### src/rtl/ray_pkg.sv
// ray_pkg: shared types for the ray pipeline back end.
// Contents: collector state encoding, index/colour width defaults,
// and the per-pixel result record returned by the cores.
package ray_pkg;

   localparam int IDX_W_DEF   = 32;
   localparam int COLOR_W_DEF = 24;

   typedef enum logic [1:0] {
      ST_IDLE,
      ST_COLLECT,
      ST_DRAIN,
      ST_DONE
   } collector_state_t;

   typedef struct packed {
      logic [IDX_W_DEF-1:0]   index;
      logic [COLOR_W_DEF-1:0] color;
   } pixel_result_t;

endpackage

### src/rtl/result_fifo.sv
// result_fifo: synchronous FIFO buffering pixel results.
// Ports: clk, reset_n (sync, active-low), push/din, pop/dout (head),
// full, empty, count. Push when full and pop when empty are ignored.
module result_fifo #(
   parameter int WIDTH = 45,
   parameter int DEPTH = 8,
   localparam int AW = $clog2(DEPTH),
   localparam int CW = AW + 1
) (
   input  logic             clk,
   input  logic             reset_n,
   input  logic             push,
   input  logic [WIDTH-1:0] din,
   input  logic             pop,
   output logic [WIDTH-1:0] dout,
   output logic             full,
   output logic             empty,
   output logic [CW-1:0]    count
);

   logic [WIDTH-1:0] mem [DEPTH];
   logic [AW-1:0]    wr_ptr;
   logic [AW-1:0]    rd_ptr;
   logic             do_push;
   logic             do_pop;

   assign full    = (count == CW'(DEPTH));
   assign empty   = (count == '0);
   assign do_push = push && !full;
   assign do_pop  = pop && !empty;
   assign dout    = mem[rd_ptr];

   always_ff @(posedge clk) begin
      if (!reset_n) begin
         wr_ptr <= '0;
         rd_ptr <= '0;
         count  <= '0;
      end else begin
         if (do_push) wr_ptr <= wr_ptr + 1'b1;
         if (do_pop) rd_ptr <= rd_ptr + 1'b1;
         case ({do_push, do_pop})
            2'b10:   count <= count + 1'b1;
            2'b01:   count <= count - 1'b1;
            default: count <= count;
         endcase
      end
   end

   // Storage needs no reset: contents are only visible while count > 0.
   always_ff @(posedge clk) begin
      if (do_push) mem[wr_ptr] <= din;
   end

endmodule

### src/rtl/pixel_collector.sv
// pixel_collector: round-robin gathers core ray results, buffers them in a
// FIFO and writes them to the framebuffer; counts pixels, pulses frame_done.
// Ports: clk, reset_n (sync, active-low), start, image_width/height,
// core_valid/ready/index/color, fb_wr_en/ready/addr/data, pixel_count,
// busy, frame_done, range_err. Macro PIXEL_CHECKSUM_EN adds frame_checksum.
module pixel_collector
   import ray_pkg::*;
#(
   parameter int NUM_CORES  = 4,
   parameter int IDX_W      = IDX_W_DEF,
   parameter int COLOR_W    = COLOR_W_DEF,
   parameter int ADDR_W     = 21,
   parameter int FIFO_DEPTH = 8
) (
   input  logic                         clk,
   input  logic                         reset_n,
   input  logic                         start,
   input  logic [12:0]                  image_width,
   input  logic [12:0]                  image_height,
   input  logic [NUM_CORES-1:0]         core_valid,
   output logic [NUM_CORES-1:0]         core_ready,
   input  logic [NUM_CORES*IDX_W-1:0]   core_index,
   input  logic [NUM_CORES*COLOR_W-1:0] core_color,
   output logic                         fb_wr_en,
   input  logic                         fb_wr_ready,
   output logic [ADDR_W-1:0]            fb_wr_addr,
   output logic [COLOR_W-1:0]           fb_wr_data,
   output logic [IDX_W-1:0]             pixel_count,
   output logic                         busy,
   output logic                         frame_done,
   output logic                         range_err
`ifdef PIXEL_CHECKSUM_EN
   ,
   output logic [31:0]                  frame_checksum
`endif
);

   localparam int PW = (NUM_CORES > 1) ? $clog2(NUM_CORES) : 1;
   localparam int FW = ADDR_W + COLOR_W;
   localparam int CW = $clog2(FIFO_DEPTH) + 1;

   collector_state_t state;
   collector_state_t state_nx;

   logic [IDX_W-1:0]   total;
   logic [IDX_W-1:0]   accepted;
   logic [25:0]        area;
   logic [IDX_W-1:0]   area_t;
   logic [PW-1:0]      rr_ptr;
   logic [PW-1:0]      grant;
   logic               grant_vld;
   logic [IDX_W-1:0]   g_index;
   logic [COLOR_W-1:0] g_color;
   logic               collect_open;
   logic               hs;
   logic               in_range;
   logic               push;
   logic               pop;
   logic               fifo_full;
   logic               fifo_empty;
   logic [FW-1:0]      fifo_dout;
   logic [CW-1:0]      fifo_count;

   assign area   = image_width * image_height;
   assign area_t = IDX_W'(area);

   // First valid core at or after rr_ptr, wrapping.
   always_comb begin
      grant_vld = 1'b0;
      grant     = '0;
      for (int k = 0; k < NUM_CORES; k++) begin
         if (!grant_vld && core_valid[(int'(rr_ptr) + k) % NUM_CORES]) begin
            grant_vld = 1'b1;
            grant     = PW'((int'(rr_ptr) + k) % NUM_CORES);
         end
      end
   end

   assign g_index = core_index[int'(grant)*IDX_W +: IDX_W];
   assign g_color = core_color[int'(grant)*COLOR_W +: COLOR_W];

   // Stop granting once every expected pixel has been accepted.
   assign collect_open = (state == ST_COLLECT) && (accepted != total)
                         && !fifo_full;
   assign hs           = collect_open && grant_vld;
   assign core_ready   = hs ? (NUM_CORES'(1) << grant) : '0;
   assign in_range     = (g_index < total);
   assign push         = hs && in_range;

   assign fb_wr_en   = !fifo_empty
                       && (state == ST_COLLECT || state == ST_DRAIN);
   assign pop        = fb_wr_en && fb_wr_ready;
   assign fb_wr_addr = fb_wr_en ? fifo_dout[FW-1 -: ADDR_W] : '0;
   assign fb_wr_data = fb_wr_en ? fifo_dout[COLOR_W-1:0] : '0;

   assign busy       = (state == ST_COLLECT) || (state == ST_DRAIN);
   assign frame_done = (state == ST_DONE);

   result_fifo #(
      .WIDTH (FW),
      .DEPTH (FIFO_DEPTH)
   ) u_fifo (
      .clk     (clk),
      .reset_n (reset_n),
      .push    (push),
      .din     ({g_index[ADDR_W-1:0], g_color}),
      .pop     (pop),
      .dout    (fifo_dout),
      .full    (fifo_full),
      .empty   (fifo_empty),
      .count   (fifo_count)
   );

   always_comb begin
      state_nx = state;
      unique case (state)
         ST_IDLE: begin
            if (start) state_nx = (area_t == '0) ? ST_DONE : ST_COLLECT;
         end
         ST_COLLECT: begin
            if (accepted == total) state_nx = ST_DRAIN;
         end
         ST_DRAIN: begin
            if (fifo_count == '0 && pixel_count == total)
               state_nx = ST_DONE;
         end
         ST_DONE: state_nx = ST_IDLE;
         default: state_nx = ST_IDLE;
      endcase
   end

   always_ff @(posedge clk) begin
      if (!reset_n) begin
         state       <= ST_IDLE;
         total       <= '0;
         accepted    <= '0;
         pixel_count <= '0;
         range_err   <= 1'b0;
         rr_ptr      <= '0;
      end else begin
         state <= state_nx;
         if (state == ST_IDLE && start) begin
            total       <= area_t;
            accepted    <= '0;
            pixel_count <= '0;
            range_err   <= 1'b0;
         end
         if (hs) begin
            rr_ptr <= (int'(grant) == NUM_CORES - 1) ? '0 : grant + 1'b1;
            if (in_range) accepted <= accepted + 1'b1;
            else range_err <= 1'b1;
         end
         if (pop) pixel_count <= pixel_count + 1'b1;
      end
   end

`ifdef PIXEL_CHECKSUM_EN
   always_ff @(posedge clk) begin
      if (!reset_n) begin
         frame_checksum <= '0;
      end else if (state == ST_IDLE && start) begin
         frame_checksum <= '0;
      end else if (pop) begin
         frame_checksum <= {frame_checksum[30:0], frame_checksum[31]}
                           ^ 32'(fb_wr_data);
      end
   end
`endif

endmodule

### config.mk
export PLATFORM = sky130hd
export DESIGN_NAME = pixel_collector
export DESIGN_NICKNAME = d
export VERILOG_FILES = /design/src/rtl/ray_pkg.sv /design/src/rtl/result_fifo.sv /design/src/rtl/pixel_collector.sv
export SDC_FILE = /design/constraint.sdc
export NUM_CORES = 1
export LEC_CHECK = 0
export ABC_AREA = 1
export CAP_MARGIN = 20
export CELL_PAD_IN_SITES_DETAIL_PLACEMENT = 1
export CELL_PAD_IN_SITES_GLOBAL_PLACEMENT = 1
export CORE_ASPECT_RATIO = 1.75
export CORE_UTILIZATION = 43
export DETAILED_ROUTE_END_ITERATION = 12
export PLACE_DENSITY = 0.85
export SKIP_LAST_GASP = 1
export SLEW_MARGIN = 10
export SYNTH_ARGS = -nofsm -noshare
export SYNTH_HDL_FRONTEND = slang
export SYNTH_SLANG_ARGS = --single-unit
### constraint.sdc
create_clock -name clk -period 8.15 [get_ports clk]
set_input_delay 0.815 -clock clk [delete_from_list [all_inputs] [get_ports clk]]
set_output_delay 0.815 -clock clk [all_outputs]
set_load 0.005 [all_outputs]
==> impl.org <==
** Detailed routing
- Post-detailed-route wirelength per cell :: 24.06 um
- For this block, the routed nets add up to 103900 um of wire.
- In the routed design, unresolved DRC markers number 0.
- Remaining antenna violation count after routing :: 0
- After detailed routing, the number of vias per cell comes to 5.819.
- Starting DRT DRC Count :: 1404
- Summing over every cut layer, the via total after detailed routing is 25150.
- Detailed-router iteration count before antenna repair :: 5

** Timing
- Final hold analysis gives a worst-case slack of 480.8 ps.
- The number of failing hold endpoints at the final stage was 0.
- Setup repair after global routing left no endpoint under its margin.
- Final setup fails :: 0
- Final setup margin :: 1462 ps
- Setup Total Neg Slack :: 0 ps
- Rel. slew slack :: 0.2638
- Based on the critical path, the design can be clocked at up to 149.5 MHz.
- Slew of the pin with the lowest slew margin :: 1104 ps
- Final worst path period need :: 6688 ps
- Pins over their slew limit :: 0
- The clock arrives with 34.53 ps of skew.
- Final clock period utilization by the worst path :: 0.8206

** Floorplan
- The die is 195.8 um wide.
- Pin placement for this block handled 343 I/O pins.
- In this run the vertical extent of the chip is 341.2 um.
- The initialized floorplan defines 124 standard-cell rows.
- In this run the standard cell core region covers 0.06516 mm^2.
- Area enclosed by the die boundary :: 0.06681 mm^2
- For this configuration, the core starts out at a cell density of 0.4338.

** Synth
- Cells taking the most area after synthesis :: edfxtp_1, fa_1, nand2_1, dfxtp_1, nor2_1
- Dominant synthesized flop cell :: edfxtp_1
- EDFF count, synth :: 360
- Gate count of the mapped netlist :: 3206
- The share of the Yosys chip area taken by registers is 0.4589.
- Dividing the synthesized area by the synthesized cell count gives 8.817 um^2.
- Number of register bits inferred by synthesis :: 468
- Post-Syn Area :: 0.02827 mm^2
- Number of nets in the synthesized netlist :: 3698
- The Yosys step of the flow raised 0 warnings.
- Proportion of synthesized flip-flops having asynchronous set or reset :: 0
- Summed over all instances, the cell type with the most area after synthesis is edfxtp_1.
- The share of synthesized area in the top cell type comes to 0.3824.
- nand2_1 is the most common cell in the netlist.
- After synthesis, the netlist uses 54 different library cells.
- By count the netlist is led by nand2_1, nor2_1, inv_1.

** Worst setup path
- Critical Path End Type :: flop
- In this design, the stage delay of the slowest critical-path cell is 850 ps.
- Number of stages on the worst setup path :: 18
- Cells along the critical path :: inv_2 > nand2_1 > nand2_1 > o21ai_0 > nand3_2 > nand3_4 > buf_4 > nand2_1 > a32oi_1 > ha_1 > a21oi_1 > nor2_1 > a2111oi_0 > nand2_1 > nand2_4 > nand4_1 > nor2_4 > buf_4
- Among all stages on the critical path, the largest delay is contributed by a32oi_1.
- Cell class contributing the biggest share of worst-path delay :: compound AO/OA/AOI/OAI gates
- Data required time at the worst endpoint :: 8330 ps
- Kind of start point of the critical path :: flop
- Number of cells traversed by the worst register-to-register path :: 18
- Largest fanout on the critical path :: 45
- Worst EP arrival :: 6860 ps
- Total buffers and inverters traversed by the critical path :: 3
- By instance count, the cell type seen most on the critical path is nand2_1.
- The setup path with the least slack is of type flop to flop.

** Pwr
- Power spent charging and discharging nets :: 0.006403 W
- Sequential fraction of design power :: 0.291
- Of the total power, the share spent switching nets is 0.4734.
- Dividing total power by cell area gives a power density of 399.3 mW/mm^2.
- Largest vdd supply drop :: 0.2703 mV
- Part of the total power dissipated in the clock network :: 0.155
- The internal power of the cells totals 0.007123 W.
- In this run the static leakage power is 13.74 nW.
- Of the total power, combinational logic draws 0.554.

** Global route
- Final global-route overflow total :: 0
- The first global-routing pass estimated 155400 um of wire.
- Maximum number of pins on one net before global-route repair :: 107
- Global routing usage summed across all routing layers :: 0.3076
- Initial antenna violation count :: 7
- Number of global-route vias before repair :: 27240

** Placement
- The congestion estimate from routability-driven global placement came to 0.9270.
- Timing analysis after detailed placement gives a worst setup slack of 1030 ps.
- The count of buffers added on input and output ports is 342.
- Detailed placement finished with a half-perimeter wire length of 75280 um.

** CTS
- The number of gates resized after CTS was 0.
- TritonCTS clock tree :: built
- The H-tree was split into 2 levels.
- Total CTS buffers :: 41
- Clock buffer depth :: 3
- In this run the post-CTS setup repair buffer count came out at 0.
- Worst-Skew Late Latency :: 580 ps
- Clock slew at reported path FFs :: 80 ps
- Cell at the root of the clock tree :: clkbuf_16
- In this run, post-CTS hold repair placed 0 buffers.
- Clock tree synthesis found a total of 468 sinks.

** Finish
- Layout net count :: 3956
- Relative to the synthesized area, the layout overhead comes to 19.84%.
- Layout cells sized above 1 :: 0.04347
- The filler cells instantiated in the layout total 7537.

** Worst hold path
- Worst min-delay path category :: flop to flop
- The worst hold path was traced through 2 stages.

** Flow run
- The tool flagged a number of max-cap violations equal to 0.

** Run status
- The run finished with clean final reports.
==> final cells by class <==
class,count,area [um^2],area share
diodes,5,12.51,0.0003693
clock buffers,57,1200,0.03542
repair buffers,387,3761,0.1110
inverters,416,1565,0.04620
well taps,819,1025,0.03025
multi-input cells,2150,13120,0.3872
flip-flops and latches,468,12980,0.3831
clock inverters,19,217.7,0.006426
==> final timing paths <==
kind | slack (ps) | end | from
worst max-delay path | 1460 | u_fifo.mem[0][39] | rr_ptr[0]
worst min register to register | 480 | pixel_count[31] | pixel_count[31]
worst min-delay path | 480 | pixel_count[31] | pixel_count[31]
worst max register to register | 1460 | u_fifo.mem[0][39] | rr_ptr[0]
==> metal layers <==
layer | share of wire | vias up | routed length (um) | track usage
met5 | 0.00011 | - | 11 | 0
met4 | 0.087 | 2 | 9013 | 0.2487
met3 | 0.062 | 394 | 6425 | 0.05086
met2 | 0.52 | 1098 | 54130 | 0.5736
met1 | 0.33 | 12400 | 34360 | 0.2947
li1 | - | 11250 | - | -
==> cell usage in the layout, fill, tap and decap left out, drive strengths merged, types with 43 or more instances in the layout <==
cell	n
a32oi	43
o22ai	67
nor2	429
clkbuf	58
xor2	44
clkdlybuf4s50	342
edfxtp	360
fa	122
nand2	586
a21oi	163
o21ai	297
ha	112
buf	44
dfxtp	108
inv	418
a31oi	51
nand3	81
==> worst register-to-register path, cell delays in order, from the launching register on <==
cell and delay, ps:
dfxtp_1 580, inv_2 170, nand2_1 100, nand2_1 130, o21ai_0 350, nand3_2 210
nand3_4 310, buf_4 470, nand2_1 140, a32oi_1 850, ha_1 410, a21oi_1 180
nor2_1 60, a2111oi_0 600, nand2_1 200, nand2_4 180, nand4_1 410, nor2_4 200
buf_4 680
==> cells by family (layout without fill, tap and decap cells) <==
family / Yosys count / after routing / synth area share
XOR/XNOR: 61 / 61 / 0.01890
AND/OR/NAND/NOR: 1187 / 1187 / 0.1711
buffers and inverters: 588 / 879 / 0.07985
AO/OA/AOI/OAI: 668 / 668 / 0.1353
flip-flops: 468 / 468 / 0.4589
other: 0 / 5 / 0
adder cells (fa/ha/maj): 234 / 234 / 0.1360
==> power groups by stage <==
stage	Sequential, W	Combinational (W)	Clock (W)
2_1_floorplan	0.00388	0.00454	0
3_3_place_gp	0.00397	0.00696	0
3_5_place_dp	0.00398	0.00733	0
4_1_cts	0.00393	0.00740	0.00211
5_1_grt	0.00395	0.00812	0.00218
6_report	0.00394	0.00749	0.00210
==> stage by stage <==
| stage | total power (W) | utilization | instance area [um^2] | cells |
|---|---|---|---|---|
| 5_1_grt | 0.01425 | 0.5199 | 33880 | 4321 |
| 3_5_place_dp | 0.01131 | 0.4978 | 32440 | 4239 |
| 6_report | 0.01353 | 0.5199 | 33880 | 4321 |
| 4_1_cts | 0.01345 | 0.5196 | 33860 | 4315 |
| 3_3_place_gp | 0.01093 | 0.4978 | 32440 | 4239 |
| 2_1_floorplan | 0.008424 | - | 28270 | 3206 |
==> state kept, by name, indices dropped and copies added, names as in the netlist, named ones only <==
signal / count
u_fifo.mem: 360
total: 26
pixel_count: 32
rr_ptr: 2
accepted: 32
state: 2
range_err: 1
u_fifo.count: 4
u_fifo.wr_ptr: 3
u_fifo.rd_ptr: 3
Power figures use the tool's default switching activity.
